--- src/rtl/shift_issue_stage.sv ---
// ----------------------------------------------------------------------------
// shift_issue_stage
//
// ID->EX issue register for the shift datapath. Decodes MIPS R-type shift
// instructions (SLL/SRL/SRA, their variable forms, and optionally ROTR/ROTRV)
// into barrel-shifter controls. Forwards rs/rt from MEM and WB, stalls on a
// load-use hazard and holds one entry behind a valid/ready handshake.
//
// Parameters
//   RESET_SEL  Shift_sel value after reset and for non-shift entries
//   ROTATE_EN  1: decode ROTR/ROTRV, 0: rotate bits are not honoured
//
// Ports
//   Clk, Reset                     clock, synchronous active-high reset
//   In_valid / In_ready            upstream handshake
//   Instr, Rs_data, Rt_data        instruction word and register-file reads
//   Fwd_mem_* / Fwd_wb_*           MEM / WB write-back forwarding sources
//   Load_ex_valid, Load_ex_reg     load in EX, for load-use detection
//   Flush                          kill held entry and current input
//   Out_valid / Out_ready          downstream handshake
//   Shift_data, Shift_count,
//   Shift_sel, Shift_en, Shift_rd,
//   Illegal                        registered shifter controls
// ----------------------------------------------------------------------------
module shift_issue_stage #(
    parameter logic [1:0] RESET_SEL = 2'b00,
    parameter bit         ROTATE_EN = 1'b1
) (
    input  logic        Clk,
    input  logic        Reset,
    input  logic        In_valid,
    output logic        In_ready,
    input  logic [31:0] Instr,
    input  logic [31:0] Rs_data,
    input  logic [31:0] Rt_data,
    input  logic        Fwd_mem_we,
    input  logic [4:0]  Fwd_mem_reg,
    input  logic [31:0] Fwd_mem_data,
    input  logic        Fwd_wb_we,
    input  logic [4:0]  Fwd_wb_reg,
    input  logic [31:0] Fwd_wb_data,
    input  logic        Load_ex_valid,
    input  logic [4:0]  Load_ex_reg,
    input  logic        Flush,
    output logic        Out_valid,
    input  logic        Out_ready,
    output logic [31:0] Shift_data,
    output logic [4:0]  Shift_count,
    output logic [1:0]  Shift_sel,
    output logic        Shift_en,
    output logic [4:0]  Shift_rd,
    output logic        Illegal
);

    localparam logic [1:0] SEL_SLL  = 2'b00;
    localparam logic [1:0] SEL_SRL  = 2'b01;
    localparam logic [1:0] SEL_SRA  = 2'b10;
    localparam logic [1:0] SEL_ROTR = 2'b11;

    logic [5:0] opcode;
    logic [5:0] funct;
    logic [4:0] rs_idx;
    logic [4:0] rt_idx;

    assign opcode = Instr[31:26];
    assign funct  = Instr[5:0];
    assign rs_idx = Instr[25:21];
    assign rt_idx = Instr[20:16];

    // ---------------- forwarding ----------------
    logic [31:0] rs_fwd;
    logic [31:0] rt_fwd;

    // NOTE: every always_comb output gets a default first, so no path can
    // leave it unassigned and infer a latch.
    always_comb begin
        rs_fwd = Rs_data;
        if (rs_idx != 5'd0) begin
            if (Fwd_mem_we && Fwd_mem_reg == rs_idx)     rs_fwd = Fwd_mem_data;
            else if (Fwd_wb_we && Fwd_wb_reg == rs_idx)  rs_fwd = Fwd_wb_data;
        end
    end

    always_comb begin
        rt_fwd = Rt_data;
        if (rt_idx != 5'd0) begin
            if (Fwd_mem_we && Fwd_mem_reg == rt_idx)     rt_fwd = Fwd_mem_data;
            else if (Fwd_wb_we && Fwd_wb_reg == rt_idx)  rt_fwd = Fwd_wb_data;
        end
    end

    // Only the low five bits of rs form a variable count.
    logic unused_rs_hi;
    assign unused_rs_hi = ^rs_fwd[31:5];

    // ---------------- decode ----------------
    logic       dec_en;
    logic       dec_illegal;
    logic [4:0] dec_count;
    logic [1:0] dec_sel;

    always_comb begin
        dec_en      = 1'b0;
        dec_illegal = 1'b0;
        dec_count   = 5'd0;
        dec_sel     = RESET_SEL;
        if (opcode == 6'd0) begin
            unique case (funct)
                // Immediate forms: rs field must be zero, except Instr[21]
                // which selects rotate on SRL.
                6'b000000, 6'b000010, 6'b000011: begin
                    if (Instr[25:22] != 4'd0 || (Instr[21] && !ROTATE_EN)) begin
                        dec_illegal = 1'b1;
                    end else begin
                        dec_en    = 1'b1;
                        dec_count = Instr[10:6];
                        case (funct)
                            6'b000000: dec_sel = SEL_SLL;
                            6'b000010: dec_sel = (ROTATE_EN && Instr[21]) ? SEL_ROTR : SEL_SRL;
                            default:   dec_sel = SEL_SRA;
                        endcase
                    end
                end
                // Variable forms: shamt[4:1] must be zero, Instr[6] selects
                // rotate on SRLV.
                6'b000100, 6'b000110, 6'b000111: begin
                    if (Instr[10:7] != 4'd0) begin
                        dec_illegal = 1'b1;
                    end else begin
                        dec_en    = 1'b1;
                        dec_count = rs_fwd[4:0];
                        case (funct)
                            6'b000100: dec_sel = SEL_SLL;
                            6'b000110: dec_sel = (ROTATE_EN && Instr[6]) ? SEL_ROTR : SEL_SRL;
                            default:   dec_sel = SEL_SRA;
                        endcase
                    end
                end
                default: ;
            endcase
        end
    end

    // ---------------- handshake ----------------
    logic hazard;
    logic accept;
    logic out_valid_q;
    logic out_valid_d;

    assign hazard = In_valid && Load_ex_valid && (Load_ex_reg != 5'd0) &&
                    (Load_ex_reg == rs_idx || Load_ex_reg == rt_idx);
    assign In_ready = !hazard && (!out_valid_q || Out_ready);
    assign accept   = In_valid && In_ready && !Flush;

    // Flush beats everything; a drain with a simultaneous accept keeps valid
    // high so back-to-back entries flow without a bubble.
    always_comb begin
        out_valid_d = out_valid_q;
        if (Flush)                         out_valid_d = 1'b0;
        else if (accept)                   out_valid_d = 1'b1;
        else if (out_valid_q && Out_ready) out_valid_d = 1'b0;
    end

    // ---------------- entry register ----------------
    logic [31:0] shift_data_q;
    logic [4:0]  shift_count_q;
    logic [1:0]  shift_sel_q;
    logic        shift_en_q;
    logic [4:0]  shift_rd_q;
    logic        illegal_q;

    // NOTE: sequential state uses non-blocking assignments so every register
    // samples pre-edge values regardless of statement order.
    always_ff @(posedge Clk) begin
        if (Reset) begin
            out_valid_q   <= 1'b0;
            shift_data_q  <= 32'd0;
            shift_count_q <= 5'd0;
            shift_sel_q   <= RESET_SEL;
            shift_en_q    <= 1'b0;
            shift_rd_q    <= 5'd0;
            illegal_q     <= 1'b0;
        end else begin
            out_valid_q <= out_valid_d;
            if (accept) begin
                shift_data_q  <= rt_fwd;
                shift_count_q <= dec_count;
                shift_sel_q   <= dec_sel;
                shift_en_q    <= dec_en;
                shift_rd_q    <= Instr[15:11];
                illegal_q     <= dec_illegal;
            end
        end
    end

    assign Out_valid   = out_valid_q;
    assign Shift_data  = shift_data_q;
    assign Shift_count = shift_count_q;
    assign Shift_sel   = shift_sel_q;
    assign Shift_en    = shift_en_q;
    assign Shift_rd    = shift_rd_q;
    assign Illegal     = illegal_q;

endmodule

--- config.mk ---
export PLATFORM = sky130hd
export DESIGN_NAME = shift_issue_stage
export DESIGN_NICKNAME = d
export VERILOG_FILES = /design/src/rtl/shift_issue_stage.sv
export SDC_FILE = /design/constraint.sdc
export NUM_CORES = 1
export LEC_CHECK = 0
export CAP_MARGIN = 30
export CORE_MARGIN = 10
export CORE_UTILIZATION = 30
export DETAILED_ROUTE_END_ITERATION = 10
export PLACE_DENSITY = 0.78
export REMOVE_ABC_BUFFERS = 1
export SETUP_SLACK_MARGIN = 0.5
export SLEW_MARGIN = 20
export SYNTH_ARGS = -nofsm -noshare
export SYNTH_HDL_FRONTEND = slang
export SYNTH_SLANG_ARGS = --single-unit
--- constraint.sdc ---
create_clock -name Clk -period 8.2 [get_ports Clk]
set_input_delay 2.05 -clock Clk [delete_from_list [all_inputs] [get_ports Clk]]
set_output_delay 2.05 -clock Clk [all_outputs]
set_load 0.005 [all_outputs]
# Word level (Yosys, flattened, before mapping)
# Index checks and enable logic that the tools add are counted.
# word_totals
regBits	47
out_inout_bits	48
inputBits	183
word_cells	73
# classes
reduce_logical	27
muxes	28
n_eq_ne	11
# op_table
op	n
32-bit 2-to-1 mux	3
5-bit equality test	6
5-bit 2-to-1 mux	6
6-bit by 3-bit equality test with 1-bit output (second input constant)	3
5-bit nonzero test	3
6-bit by 2-bit equality test with 1-bit output (second input constant)	2
6-bit zero test	2
2-bit case mux with 2 select lines	3
1-bit logical AND	11
2-bit 2-to-1 mux	5
5-bit case mux with 2 select lines	1
1-bit 2-to-1 mux	8
4-bit nonzero test	2
3-bit OR reduction	2
1-bit case mux with 2 select lines	2
1-bit zero test	3
1-bit logical OR	2
2-bit nonzero test	1
2-bit OR reduction	1

# Longest topological paths before layout
# Gate-level depths: netlist (run 1).
# logic_depth
depth_word	8
depth_mapped	9

# Worst setup path before layout (run 1)
# OpenSTA, ideal clock, no wires.
# synth_timing
path_kind	input-to-output
start	input port Load_ex_reg[0]
end	output port In_ready
cell_stages	3
setup_slack_ps	3207
required_time_ps	6150
n_path_buf	0
arrival_time_ps	2943
cell_sequence	or3_1 > o311a_4 > a21oi_1
# synth_via
elab_chain_len	5
# synth_lines
item	line_no	text
start: declaration	43	input logic [4:0] Load_ex_reg,
5-bit equality test or 5-bit nonzero test (tied branches)	151, 150	
1-bit logical OR or 1-bit logical AND (tied branches)	151, 150	
1-bit logical AND (*)	150	assign hazard = In_valid && Load_ex_valid && (Load_ex_reg != 5'd0) &&
1-bit zero test (*)	152	assign In_ready = !hazard && (!out_valid_q || Out_ready);
1-bit logical AND (*)	152	
end: declaration	32	output logic In_ready,
# Every way passes the cells marked *; elsewhere a longest branch is shown, timed or not.

# Worst setup path after layout (run 1)
# Same ends and word-level chain as after synthesis.

==> results of run 1 <==
-- cell type report --
| type | count | area (sq um) |
|---|---|---|
| Clock buffer | 7 | 86.3 |
| Clock inverter | 1 | 8.76 |
| Fill cell | 888 | 4590 |
| Inverter | 6 | 22.5 |
| Multi-Input combinational cell | 299 | 1980 |
| Sequential cell | 47 | 941 |
| Tap cell | 133 | 166 |
| Timing Repair Buffer | 209 | 2070 |
-- path summary, 6_finish.rpt --
| path | to | slack (ps) | cells past startpoint |
|---|---|---|---|
| min reg2reg | Shift_data[14] | 470 | 1 |
| max reg2reg | Shift_data[26] | 6240 | 5 |
| min | Shift_data[14] | 470 | 1 |
| max | In_ready | 2130 | 5 |
-- report_power, final --
group	leakage, nW	switching [mW]	total, mW	internal, mW
registers	0.383	0.00489	0.243	0.238
clock network	0.0484	0.0881	0.158	0.0694
logic	1.42	0.0602	0.173	0.113
-- logic make-up after synthesis --
| logic type | count (synthesis) | synth area share (%) |
|---|---|---|
| flops | 47 | 30.7 |
| compound gates | 103 | 25.6 |
| simple gates | 157 | 26.7 |
| xor+xnor | 30 | 8.59 |
| buf+inv | 36 | 5.40 |
| mux | 9 | 2.94 |
-- sequential cells by signal (all words and copies together), names as in the netlist --
name	count
Out_valid	1
Shift_count	5
Shift_rd	5
Shift_sel	2
Illegal	1
Shift_data	32
Shift_en	1
-- per-stage QoR --
step	cells	hold WS [ps]
2_1_floorplan	352	466
3_3_place_gp	693	448
3_5_place_dp	693	454
4_1_cts	701	478
5_1_grt	702	490
6_report	702	471
-- worst max-delay path, cell delays in order --
cell and delay [ps]:
clkdlybuf4s50_1 470, or3_1 410, o311a_4 340, a21oi_1 210, clkdlybuf4s50_1 540
-- placed cells by master, fill, tap and decap left out, drive strengths merged, types with 6 or more instances in the layout --
master,n
nor3,37
clkbuf,8
clkdlybuf4s50,203
dfxtp,47
a21oi,42
nand3,6
or2,35
nor2,53
xor2,12
inv,6
nor4,6
o21ai,6
xnor2,18
a32o,32
mux2i,9
-- routing by layer --
layer / vias up / wire length (um) / GRT usage (%)
li1: 1773 / - / -
met1: 1707 / 5230 / 18.9
met2: 144 / 6650 / 30.9
met3: 21 / 978 / 4.79
met4: 0 / 310 / 5.81
met5: - / 0 / 0
==> reports/results.txt, run 1 <==
Overall Global Routing Usage: 17.2%
Yosys top cell by area: dfxtp_1
Die H: 121 um
final instance area: 5280 sq um
Routed WL: 13200 um
via count: 3645
CTS buffer count: 5
largest net degree at the start of global routing: 66
top cells by instance count after synthesis: nor2_1 (52), dfxtp_1 (47), a21oi_1 (42)
DR vias/cell: 5.19
Setup crit start: Load_ex_reg[0]
Setup crit end kind: output port
hold_buf cts: 0
unrepaired setup endpoints after global routing: false
Final Util: 53.5%
clk_skew: 8.51 ps
DRC Markers: 0
postcts setup bufs: 0
CTS tree: built
post-synthesis cell area: 3060 sq um
Initial Util: 31.0%
Final nets: 751
Tmin final: 6070 ps
ANT nets after route: 0
status: complete, no violations
core area: 9860 sq um
Iter 0 DRT Violations: 196
I/O Buffers: 203
Async SR Flop Fraction: 0%
share of layout cells above drive strength 1: 10.2%
Pins Over Slew Limit: 0
number of synthesized flops with an enable pin: 0
Max Clk Rate: 0.165 GHz
RR Startpoint: Out_valid
die width: 121 um
die area: 14600 sq um
num ports: 231
first-pass GRT wire length: 20300 um
Startpoint Class: input pin
CTS resizes: 0
ranking of synthesized cells by area: dfxtp_1 (31%), a32o_1 (10%), or2_2 (7.2%), a21oi_1 (6.9%), nor2_1 (6.4%)
total chip power: 0.574 mW
DP Wirelength: 10200 um
DRT Pass-1 Iters: 4
total negative slack: 0 ps
CTS clk-pin slew, worst paths: 80 ps
worst vdd ir: 0.0610 mV
Max Root-Sink Buffers: 2
initial antenna violation count: 0
Final Hold Vio Count: 0
ant diodes: 0
Synth Instances: 382
YS warnings: 0
leakage power: 1.85 nW
Yosys cell types: 39
worst-skew pair later-pin latency: 310 ps
Synth Register Bits: 47
Final period util: 74.0%
Syn-to-layout area delta: 72.4%
setup ws final: 2130 ps
max cap viols: 0
mean routed wirelength per cell: 18.8 um
CTS sink count: 47
top-count cell post-synth: nor2_1
GRT overflow: 0
crit-path max FO: 3
worst slack at placement: 2140 ps
GPL Wtd Cong: 0.847
clk root buf: clkbuf_8
arrival time worst endpoint: 4020 ps
Synth Flop Type: dfxtp_1
Rel. slew slack: 42.3%
Synth top area share: 30.7%
worst min path class: reg -> reg
H-tree depth: 2
vias in the first global route: 3811
WP data required: 6150 ps
setup violators final: 0
pwr dens: 109 nW/um^2
DP Area: 5170 sq um
Worst-Margin Slew: 863 ps
synthesized area per cell: 8.01 sq um
Worst Hold Launch: Shift_data[14]
sequential fraction of the synthesis area: 30.7%
row cnt: 36
WS Path Type: in -> out
Power figures use the tool's default switching activity.
==> inputs of run 2 (changes only) <==
Clock period 8.2 ns to 6.2 ns, I/O delays scaled along.
==> run 2 against run 1 <==
Clock skew is 0.96 ps higher. Critical path depth stayed put. Sequential share of layout area is 0.20 points lower. Routed wire length is 2.5% lower. Critical endpoint unchanged. Clock power is 70% higher. Combinational power is 33% higher. Via count is 1.3% lower. Cell count is 0.28% higher. Design area is 1.1% higher.
==> reports/results.txt, run 2 (synthesis results as in run 1) <==
crit-path max FO: 3
DRC Markers: 0
pwr dens: 154 nW/um^2
worst-skew pair later-pin latency: 300 ps
GPL Wtd Cong: 0.833
initial antenna violation count: 0
die area: 14600 sq um
Hold EP: Shift_data[19]
leading cell type in the layout, fill and taps excluded: clkdlybuf4s50_1
first-pass GRT wire length: 19800 um
DP Wirelength: 10000 um
via count: 3596
num ports: 231
Psw: 0.193 mW
RR Startpoint: Out_valid
Setup crit end kind: output port
I/O Buffers: 203
Rel. slew slack: 42.8%
Worst-Margin Slew: 856 ps
unrepaired setup endpoints after global routing: false
Clk pwr share: 32.7%
clk root buf: clkbuf_8
Final period util: 81.5%
status: complete, no violations
WS Path Type: in -> out
setup violators final: 0
Worst Hold Launch: Shift_data[19]
reg2reg end: Shift_count[4]
commonest cells after routing, fill and taps aside: clkdlybuf4s50_1 (203), nor2_1 (51), dfxtp_1 (47)
sw frac: 23.5%
GRT overflow: 0
Worst R2R Setup Slack: 4250 ps
Pint: 0.627 mW
Initial Util: 31.0%
largest net degree at the start of global routing: 66
Max Clk Rate: 0.198 GHz
worst min path class: reg -> reg
DP Area: 5180 sq um
vias in the first global route: 3766
hold_buf cts: 0
DRT Pass-1 Iters: 4
leakage power: 1.88 nW
core area: 9860 sq um
Die H: 121 um
CTS sink count: 47
ANT nets after route: 0
Hold Path Depth: 1
CTS resizes: 0
H-tree depth: 2
worst vdd ir: 0.0843 mV
Startpoint Class: input pin
Tmin final: 5050 ps
ant diodes: 0
final instance area: 5340 sq um
Syn-to-layout area delta: 74.3%
Seq pwr share: 39.2%
max cap viols: 0
mean routed wirelength per cell: 18.2 um
Pins Over Slew Limit: 0
Overall Global Routing Usage: 16.5%
share of layout cells above drive strength 1: 10.5%
Final nets: 753
clk_skew: 9.47 ps
WP data required: 4650 ps
Max Root-Sink Buffers: 2
CTS tree: built
row cnt: 36
R2R depth: 5
die width: 121 um
arrival time worst endpoint: 3500 ps
CTS buffer count: 5
Routed WL: 12800 um
total negative slack: 0 ps
DR vias/cell: 5.11
power share of the combinational group: 28.0%
Final Hold Vio Count: 0
number of flip-flops in the largest register: 32
postcts setup bufs: 0
Iter 0 DRT Violations: 222
CTS clk-pin slew, worst paths: 90 ps
-- run 2: cell count changes in the layout (fill, tap and decap cells not counted) --
cell       change
bufinv_16      +2
clkinv_4       -1
buf_4          +1
buf_8          +1
clkbuf_8       -1
-- run 2: area by class of cell --
type / count / area (sq um)
clock buffer: 6 / 72.6
clock inverter: 2 / 60.1
fill: 905 / 4530
inverter: 6 / 22.5
multi-input combinational: 299 / 1980
sequential: 47 / 941
tap: 133 / 166
timing repair buffer: 211 / 2100
-- run 2: worst max path at each step --
stage | start | end | slack [ps] | cells after the start
global route | Load_ex_reg[0] | In_ready | 1070 | 5
detailed placement | Load_ex_reg[0] | In_ready | 1150 | 5
global placement | Load_ex_reg[0] | In_ready | 1170 | 5
floorplan | Instr[17] | Shift_data[0] | 490 | 5
CTS | Load_ex_reg[0] | In_ready | 1140 | 5
finish | Load_ex_reg[0] | In_ready | 1150 | 5
-- run 2: power by group through the flow --
stage	Combinational, mW	Clock, mW	Sequential [mW]
4_1_cts	0.230	0.280	0.322
3_3_place_gp	0.225	0	0.328
5_1_grt	0.249	0.290	0.323
2_1_floorplan	0.0715	0	0.330
3_5_place_dp	0.229	0	0.329
6_report	0.230	0.268	0.322
-- run 2: layer usage --
| layer | track usage, % | vias to the layer above | wire (um) |
|---|---|---|---|
| met5 | 0 | - | 0 |
| met4 | 5.88 | 0 | 308 |
| met3 | 4.75 | 18 | 1030 |
| met2 | 29.4 | 140 | 6470 |
| met1 | 18.3 | 1657 | 5040 |
| li1 | - | 1781 | - |
-- run 2: worst max-delay path: stages --
cell and delay (ps):
clkdlybuf4s50_1 470, or3_1 410, o311a_4 340, a21oi_1 190, clkdlybuf4s50_1 540
-- run 2: metrics by stage --
stage | total power [mW] | std cells | utilization, % | worst slack (ps) | hold slack [ps]
final | 0.820 | 704 | 54.1 | 1150 | 474
after global routing | 0.862 | 704 | 54.1 | 1070 | 490
after CTS | 0.832 | 702 | 53.9 | 1140 | 476
after detailed placement | 0.558 | 694 | 52.5 | 1150 | 455
after global placement | 0.553 | 694 | 52.5 | 1170 | 448
after floorplan | 0.401 | 352 | - | 491 | 466
==> inputs of run 3 (changes only) <==
Clock period 6.2 ns to 4.9 ns, I/O delays scaled along.
==> run 3 against run 2 <==
First-iteration DRC count decreased by 15%. Count of clock-buffer cells in the layout increased by 1. Total power increased by 18%. Critical endpoint unchanged. Design area decreased by 0.63%. Clock power about the same. Sequential power increased by 26%. Critical path depth unchanged. Hold slack got worse by 3.2 ps.
==> reports/results.txt, run 3 (synthesis results as in run 1) <==
status: complete, no violations
commonest cells after routing, fill and taps aside: clkdlybuf4s50_1 (203), nor2_1 (51), dfxtp_1 (47)
Pins Over Slew Limit: 0
max cap viols: 0
Final Util: 53.7%
leakage power: 1.86 nW
Final Hold Vio Count: 0
arrival time worst endpoint: 3130 ps
num ports: 231
worst hold slack: 470 ps
Die H: 121 um
DRT Pass-1 Iters: 4
Final nets: 752
I/O Buffers: 203
Worst-Margin Slew: 852 ps
die width: 121 um
via count: 3654
Rel. slew slack: 43.1%
slowest CP cell: clkdlybuf4s50_1
pwr dens: 182 nW/um^2
share of layout cells above drive strength 1: 10.9%
Startpoint Class: input pin
CTS buffer count: 5
WP data required: 3670 ps
leading cell type in the layout, fill and taps excluded: clkdlybuf4s50_1
initial antenna violation count: 0
DRC Markers: 0
Final period util: 88.8%
DR vias/cell: 5.20
crit-path max FO: 3
Setup crit end kind: output port
CP top delay family: buffers and inverters
GPL Wtd Cong: 0.842
hold_buf cts: 0
Tmin final: 4350 ps
clk_skew: 5.05 ps
unrepaired setup endpoints after global routing: false
DP Wirelength: 10200 um
worst min path class: reg -> reg
first-pass GRT wire length: 19800 um
CTS clk-pin slew, worst paths: 90 ps
clk root buf: clkbuf_8
CTS sink count: 47
Max Clk Rate: 0.230 GHz
CP Cell Sequence: clkdlybuf4s50_1, or3_1, o311a_4, a21oi_2, clkdlybuf4s50_1
Inst Count DP: 694
number of flip-flops in the largest register: 32
vias in the first global route: 3804
Syn-to-layout area delta: 73.2%
H-tree depth: 2
mean routed wirelength per cell: 18.5 um
Max Root-Sink Buffers: 2
worst vdd ir: 0.0982 mV
setup violators final: 0
CTS tree: built
ant diodes: 0
Routed WL: 13000 um
biggest cell delay along the critical path: 520 ps
GRT overflow: 0
Iter 0 DRT Violations: 188
Worst Path Buf+Inv: 2
Post-Layout Cell Count: 703
die area: 14600 sq um
largest net degree at the start of global routing: 65
Initial Util: 31.0%
row cnt: 36
WS Path Type: in -> out
core area: 9860 sq um
Overall Global Routing Usage: 16.6%
ANT nets after route: 0
crit-path most repeated cell: clkdlybuf4s50_1
worst-skew pair later-pin latency: 300 ps
==> run 3: final timing paths <==
check | from | to | slack [ps] | cells after the start
setup / recovery | Load_ex_reg[0] | In_ready | 550 | 5
hold / removal | Shift_data[14] | Shift_data[14] | 470 | 1
setup reg to reg | Out_valid | Shift_count[4] | 2990 | 5
hold reg to reg | Shift_data[14] | Shift_data[14] | 470 | 1
==> run 3: layout make-up <==
type / instances / area (sq um)
fillers: 925 / 4560
repair buffers: 210 / 2080
multi-input cells: 299 / 1990
flip-flops and latches: 47 / 941
well taps: 133 / 166
clock buffers: 7 / 96.3
inverters: 6 / 22.5
clock inverters: 1 / 7.51
==> run 3: repair_timing <==
| item | 4_1_cts | 5_1_grt |
|---|---|---|
| resized for setup | 0 | 2 |
| endpoints found under the setup margin | 0 | 1 |
| endpoints found under the hold margin | 0 | 0 |
| buffers inserted | 0 | 0 |
==> run 3: per-layer routing <==
| metal | GRT usage [%] | vias to the layer above | part of all wire, % |
|---|---|---|---|
| met4 | 5.96 | 0 | 2.2 |
| met5 | 0 | - | 0 |
| met2 | 30.4 | 143 | 52 |
| li1 | - | 1779 | - |
| met1 | 17.5 | 1718 | 38 |
| met3 | 4.98 | 14 | 8.0 |
==> run 3: worst register-to-register path: cells and delay by family, from the launching register on <==
kind	cells	cell delay [ps]
buffers and inverters	1	350
DFF	1	320
and+or+nand+nor	2	250
AOI/OAI and AO/OA	2	890
==> run 3: stage by stage <==
step	setup slack, ps	setup TNS, ps	power, mW	instance area (sq um)
after floorplan	-484	-15460	0.508	2920
after global placement	531	0	0.700	5170
after detailed placement	536	0	0.706	5180
after CTS	522	0	0.978	5290
after global routing	502	0	1.02	5300
final	549	0	0.965	5300
==> run 3: report_power, final <==
group	switching [mW]	total, mW	internal, mW
Combinational	0.102	0.292	0.190
Clock	0.138	0.267	0.129
Sequential	0.00809	0.407	0.399
